## config.mk

```make
export PLATFORM = sky130hd
export DESIGN_NAME = ram_responder
export DESIGN_NICKNAME = d
export VERILOG_FILES = /design/src/rtl/ram_pkg.sv /design/src/rtl/ram_responder.sv
export SDC_FILE = /design/constraint.sdc
export NUM_CORES = 1
export LEC_CHECK = 0
export CAP_MARGIN = 20
export CORE_MARGIN = 2
export CORE_UTILIZATION = 40
export DETAILED_ROUTE_END_ITERATION = 12
export HOLD_SLACK_MARGIN = 0.1
export PLACE_DENSITY = 0.75
export SLEW_MARGIN = 25
export SYNTH_ARGS = -nofsm -noshare
export SYNTH_HDL_FRONTEND = slang
export SYNTH_SLANG_ARGS = --single-unit
```

## constraint.sdc

```tcl
create_clock -name clk -period 3 [get_ports clk]
set_input_delay 0.3 -clock clk [delete_from_list [all_inputs] [get_ports clk]]
set_output_delay 0.3 -clock clk [all_outputs]
set_load 0.005 [all_outputs]
```

## src/rtl/ram_pkg.sv

```systemverilog
// Shared constants for the asynchronous-SRAM request responder: default
// geometry, FSM state encoding and the per-state strobe decode.
package ram_pkg;

  localparam int RAM_ADDR_W      = 26;
  localparam int RAM_DATA_W      = 16;
  localparam int RAM_WAIT_CYCLES = 7;

  // FSM state encoding (kept as plain constants for legacy tools).
  localparam logic [2:0] ST_IDLE      = 3'd0;
  localparam logic [2:0] ST_WR_SETUP  = 3'd1;
  localparam logic [2:0] ST_WR_PULSE  = 3'd2;
  localparam logic [2:0] ST_WR_HOLD   = 3'd3;
  localparam logic [2:0] ST_RD_ACCESS = 3'd4;
  localparam logic [2:0] ST_RD_DONE   = 3'd5;

  // Memory-side strobes plus busy, all derived from the state being entered.
  typedef struct packed {
    logic ce_n;
    logic we_n;
    logic oe_n;
    logic dq_oe;
    logic busy;
  } strobe_t;

  // Strobe levels for a given state. WR_SETUP/WR_HOLD keep the data bus
  // driven around the we_n pulse; RD_DONE already releases ce_n/oe_n.
  function automatic strobe_t state_strobes(input logic [2:0] st);
    strobe_t s;
    case (st)
      ST_IDLE:      s = '{ce_n: 1'b1, we_n: 1'b1, oe_n: 1'b1, dq_oe: 1'b0, busy: 1'b0};
      ST_WR_SETUP:  s = '{ce_n: 1'b0, we_n: 1'b1, oe_n: 1'b1, dq_oe: 1'b1, busy: 1'b1};
      ST_WR_PULSE:  s = '{ce_n: 1'b0, we_n: 1'b0, oe_n: 1'b1, dq_oe: 1'b1, busy: 1'b1};
      ST_WR_HOLD:   s = '{ce_n: 1'b0, we_n: 1'b1, oe_n: 1'b1, dq_oe: 1'b1, busy: 1'b1};
      ST_RD_ACCESS: s = '{ce_n: 1'b0, we_n: 1'b1, oe_n: 1'b0, dq_oe: 1'b0, busy: 1'b1};
      ST_RD_DONE:   s = '{ce_n: 1'b1, we_n: 1'b1, oe_n: 1'b1, dq_oe: 1'b0, busy: 1'b1};
      default:      s = '{ce_n: 1'b1, we_n: 1'b1, oe_n: 1'b1, dq_oe: 1'b0, busy: 1'b0};
    endcase
    return s;
  endfunction

endpackage

```

## src/rtl/ram_responder.sv

```systemverilog
// Single-port asynchronous SRAM responder. Accepts one write or read request
// while idle, sequences the active-low memory strobes over WAIT_CYCLES clocks
// and returns read data with a one-cycle read_ack. Every output comes straight
// from a flop; strobe levels are decoded from the next state so they switch
// in the same edge as the state register.
module ram_responder
  import ram_pkg::*;
#(
  parameter int ADDR_W      = RAM_ADDR_W,
  parameter int DATA_W      = RAM_DATA_W,
  parameter int WAIT_CYCLES = RAM_WAIT_CYCLES
) (
  input  logic              clk,
  input  logic              reset,
  input  logic [ADDR_W-1:0] address,
  input  logic [DATA_W-1:0] data_in,
  input  logic              write_enable,
  input  logic              read_request,
  output logic              read_ack,
  output logic [DATA_W-1:0] data_out,
  output logic              busy,
  output logic [ADDR_W-1:0] mem_addr,
  output logic              mem_ce_n,
  output logic              mem_we_n,
  output logic              mem_oe_n,
  output logic [DATA_W-1:0] mem_dq_out,
  output logic              mem_dq_oe,
  input  logic [DATA_W-1:0] mem_dq_in
);

  // Counter reload: the state is left on the edge where the counter reads 0,
  // so loading WAIT_CYCLES-1 gives exactly WAIT_CYCLES cycles in the state.
  localparam logic [7:0] WAIT_LOAD = 8'(WAIT_CYCLES - 1);

  logic [2:0]        state_q,    state_d;
  logic [7:0]        cnt_q,      cnt_d;
  logic [ADDR_W-1:0] addr_q,     addr_d;
  logic [DATA_W-1:0] dq_out_q,   dq_out_d;
  logic [DATA_W-1:0] data_out_q, data_out_d;
  logic              ack_q,      ack_d;
  strobe_t           strb_q,     strb_d;

  // Next-state, counter, latch and strobe decode for the access sequencer.
  always_comb begin
    state_d    = state_q;
    cnt_d      = cnt_q;
    addr_d     = addr_q;
    dq_out_d   = dq_out_q;
    data_out_d = data_out_q;
    ack_d      = 1'b0;
    case (state_q)
      ST_IDLE: begin
        // Write wins over a simultaneous read; the read is simply dropped.
        if (write_enable) begin
          state_d  = ST_WR_SETUP;
          addr_d   = address;
          dq_out_d = data_in;
        end else if (read_request) begin
          state_d = ST_RD_ACCESS;
          addr_d  = address;
          cnt_d   = WAIT_LOAD;
        end else begin
          state_d = ST_IDLE;
        end
      end
      ST_WR_SETUP: begin
        state_d = ST_WR_PULSE;
        cnt_d   = WAIT_LOAD;
      end
      ST_WR_PULSE: begin
        if (cnt_q == 8'd0) begin
          state_d = ST_WR_HOLD;
        end else begin
          cnt_d = cnt_q - 8'd1;
        end
      end
      ST_WR_HOLD: begin
        state_d = ST_IDLE;
      end
      ST_RD_ACCESS: begin
        if (cnt_q == 8'd0) begin
          state_d    = ST_RD_DONE;
          data_out_d = mem_dq_in;
          ack_d      = 1'b1;
        end else begin
          cnt_d = cnt_q - 8'd1;
        end
      end
      ST_RD_DONE: begin
        state_d = ST_IDLE;
      end
      default: begin
        state_d = ST_IDLE;
        cnt_d   = 8'd0;
      end
    endcase
    strb_d = state_strobes(state_d);
  end

  // State, datapath and strobe registers; reset parks the memory interface.
  always_ff @(posedge clk or negedge reset) begin
    if (!reset) begin
      state_q    <= ST_IDLE;
      cnt_q      <= 8'd0;
      addr_q     <= '0;
      dq_out_q   <= '0;
      data_out_q <= '0;
      ack_q      <= 1'b0;
      strb_q     <= '{ce_n: 1'b1, we_n: 1'b1, oe_n: 1'b1, dq_oe: 1'b0, busy: 1'b0};
    end else begin
      state_q    <= state_d;
      cnt_q      <= cnt_d;
      addr_q     <= addr_d;
      dq_out_q   <= dq_out_d;
      data_out_q <= data_out_d;
      ack_q      <= ack_d;
      strb_q     <= strb_d;
    end
  end

  assign read_ack   = ack_q;
  assign data_out   = data_out_q;
  assign busy       = strb_q.busy;
  assign mem_addr   = addr_q;
  assign mem_ce_n   = strb_q.ce_n;
  assign mem_we_n   = strb_q.we_n;
  assign mem_oe_n   = strb_q.oe_n;
  assign mem_dq_out = dq_out_q;
  assign mem_dq_oe  = strb_q.dq_oe;

endmodule

```

==> impl_metrics.py <==
metrics = {
    "outcome": {
        "status": "completed",
    },
    "final_layout": {
        "multiInputGateArea_um2": 1170,
        "design.final.nets": 414,
        "drive_gt1_share_pct": 22.2,
        "layout.area.seq_um2": 1880,
        "area.growth.synth_to_final_pct": 47.9,
        "layout_commonest_cell": "sky130_fd_sc_hd__clkdlybuf4s50_1",
        "filler_cell_count": 621,
        "antennaDiodeCount": 0,
        "stdcell_area_um2": 4650,
        "mostFrequentLayoutCells": "124 x sky130_fd_sc_hd__clkdlybuf4s50_1, 72 x sky130_fd_sc_hd__dfrtp_1, 50 x sky130_fd_sc_hd__mux2_2, 10 x sky130_fd_sc_hd__a21oi_1, 10 x sky130_fd_sc_hd__clkbuf_8",
    },
    "min_path": {
        "worstHoldPathType": "flop to flop",
        "worstHoldStart": "data_out[7]",
    },
    "grt": {
        "grt_antenna_before_repair": 0,
        "maximum_number_of_pins_on_one_net_before_global_route_repair": 76,
        "globalRouteOverflowTotal": 0,
        "grtUsageTotal_pct": 16.4,
        "grt_pass1_wl_um": 11100,
        "grt_pass1_vias": 2390,
    },
    "sta": {
        "max_slew_margin_pct": 51.6,
        "finalMaxSlewViolations": 0,
        "finalHoldViolCount": 0,
        "max_clock_freq_mhz": 447,
        "timing.final.crit_share_pct": 74.7,
        "setup_violations": 0,
        "totalNegativeSetupSlack_ps": 0,
        "rsz0062_at_grt": "no",
        "tightestPinTransition_ps": 723,
        "clock-skew-final_ps": 12.2,
        "timing.hold.ws_ps": 492,
        "post-route-min-period_ps": 2240,
    },
    "setup_path": {
        "critical_path_class": "flop to flop",
        "cp.buffers_inverters": 1,
        "start_kind": "flop",
        "cpMaxStageDelayCell": "sky130_fd_sc_hd__a2111oi_4",
        "critPathLaunch": "cnt_q[0]",
        "cp_slowest_stage_delay_ps": 560,
        "worst_r2r_startpoint": "cnt_q[0]",
        "cp.required_ps": 3250,
        "worstPathArrival_ps": 2490,
        "end_kind": "flop",
        "crit_chain": "inv_1 > ha_1 > or4b_4 > a2111oi_4 > o21ai_0 > o21bai_1",
        "worst_path_dominant_cell_family": "compound AO/OA/AOI/OAI gates",
        "crit_path_max_fanout": 11,
    },
    "yosys": {
        "synth.distinct_cells": 43,
        "post_synth_inst_count": 224,
        "synth-edff-count": 0,
        "yosys.area.top_type": "sky130_fd_sc_hd__dfrtp_1",
        "syn-cell-area_um2": 3150,
        "yosysSeqAreaShare_pct": 59.7,
        "synth.ff_latch_count": 75,
        "avgSynthCellArea_um2": 14.1,
        "yosys_warnings": 0,
        "area_fraction_of_the_dominant_cell_type_after_synthesis_pct": 57.2,
        "synthFlopType": "sky130_fd_sc_hd__dfrtp_1",
        "synth.top_cells.by_area": "sky130_fd_sc_hd__dfrtp_1 57%, sky130_fd_sc_hd__mux2_2 18%, sky130_fd_sc_hd__mux2_1 2.9%",
        "synth_nets": 287,
        "synth-async-reset-ratio_pct": 100,
    },
    "clock_network": {
        "clock_latency_ps": 340,
        "post_cts_resize_count": 0,
        "tritoncts_clock_tree": "built",
        "worst_setup_hold_path_clk_slew_ps": 90,
        "cts_inserted_buffers": 9,
        "ctsRootBufferMaster": "sky130_fd_sc_hd__clkbuf_8",
        "clockBufferDepth": 2,
        "clock_tree.htree_level_count": 3,
        "numClockSinks": 75,
    },
    "power": {
        "cellInternalPower_mw": 3.34,
        "ir_drop_mv": 0.502,
        "sequentialPowerShare_pct": 38.8,
        "logic_gate_share_of_total_power_pct": 47.0,
        "power.switching_fraction_pct": 31.5,
        "pwr-share-clk_pct": 14.3,
        "power.density_cell_area_nw_per_um2": 1050,
        "switchingPower_mw": 1.54,
        "static-leakage-power_nw": 1.91,
    },
    "floorplanning": {
        "coreArea_um2": 7690,
        "die_area_um2": 8600,
        "start_util_pct": 41.0,
        "row_count": 32,
        "die_y_um": 92.7,
        "boundaryPins": 126,
        "chipWidth_um": 92.7,
    },
    "route": {
        "drtPass1Iterations": 6,
        "vias": 2238,
        "drt_iter0_drc": 96,
        "remaining_drc_errors": 0,
        "routed_vias_inst": 4.89,
        "final_antenna_net_count": 0,
        "routedWlPerCell_um": 15.1,
        "overall_routed_net_length_um": 6910,
    },
    "place": {
        "place_congestion": 0.776,
        "place.detailed.hpwl_um": 4910,
        "io_buffer_count": 125,
        "dpl-instance-area_um2": 4460,
    },
    "run": {
        "drv_cap": 0,
    },
}
-- synth_stat cells, drive strengths merged (3+ instances only) --
library cell and count:
nor2 5, dfrtp 72, nand2b 3, nor4b 3
dfstp 3, inv 4, mux2 58, o21ai 3
o31ai 4, nand2 9, a21oi 10, buf 11
or4 4, a21o 3, nor3 4
-- power by group through the flow --
stage	sequential, mW	combinational, mW	clock [mW]
after floorplan	1.85	1.21	0
after CTS	1.89	2.32	0.726
after detailed placement	1.91	2.31	0
final	1.89	2.29	0.696
after global placement	1.88	2.26	0
after global routing	1.96	2.50	0.769
-- registers in the layout (all words and copies together) (netlist names) --
| signal | flops |
|---|---|
| state_q | 3 |
| mem_dq_oe | 1 |
| mem_oe_n | 1 |
| mem_addr | 26 |
| mem_ce_n | 1 |
| busy | 1 |
| data_out | 16 |
| read_ack | 1 |
| mem_we_n | 1 |
| mem_dq_out | 16 |
| cnt_q | 8 |
-- per-layer routing --
| metal | wire, µm | share of wire [%] | track usage [%] |
|---|---|---|---|
| met4 | 24 | 0.35 | 5.76 |
| met1 | 2920 | 42 | 19.8 |
| met2 | 3430 | 50 | 27.7 |
| met5 | 0 | 0 | 0 |
| met3 | 526 | 7.6 | 4.96 |
-- worst paths after layout --
path / end / slack, ps / depth (start not counted)
setup / recovery: cnt_q[0] / 760 / 6
hold / removal: data_out[7] / 490 / 1
setup reg to reg: cnt_q[0] / 760 / 6
hold reg to reg: data_out[7] / 490 / 1
max in group asynchronous: busy / 1990 / 2
min in group asynchronous: mem_dq_out[8] / 560 / 2
-- timing repair --
action,CTS,global route
setup endpoints to repair,0,0
buffers inserted,0,0
hold endpoints to repair,0,72
hold buffers,0,1
-- cell type report --
cell class / count / share of cell area [%]
flip-flops and latches: 75 / 40.4
repair buffers: 129 / 27.6
multi-input cells: 132 / 25.1
clock buffers: 11 / 3.04
well taps: 102 / 2.74
clock inverters: 5 / 0.806
inverters: 4 / 0.323
-- cells by family (layout without fill, tap and decap cells) --
group                      after synthesis  in the layout  share of synthesized area, %
AOI/OAI and AO/OA                       30             30                          6.96
xor gates and xnor gates                 2              2                         0.557
adders and majority gates                2              2                         0.715
buffers and inverters                   17            149                          3.26
DFF                                     75             75                          59.7
muxes                                   58             58                          20.7
and+or+nand+nor                         40             40                          8.03
-- metrics by stage --
step / utilization, % / worst slack, ps / power [mW] / instances
3_5_place_dp: 58.0 / 774 / 4.22 / 441
5_1_grt: 60.5 / 583 / 5.23 / 458
6_report: 60.5 / 760 / 4.88 / 458
2_1_floorplan: - / 1030 / 3.05 / 224
4_1_cts: 60.4 / 765 / 4.94 / 457
3_3_place_gp: 58.0 / 898 / 4.15 / 441
No activity file was read; power rests on OpenSTA's default activity.
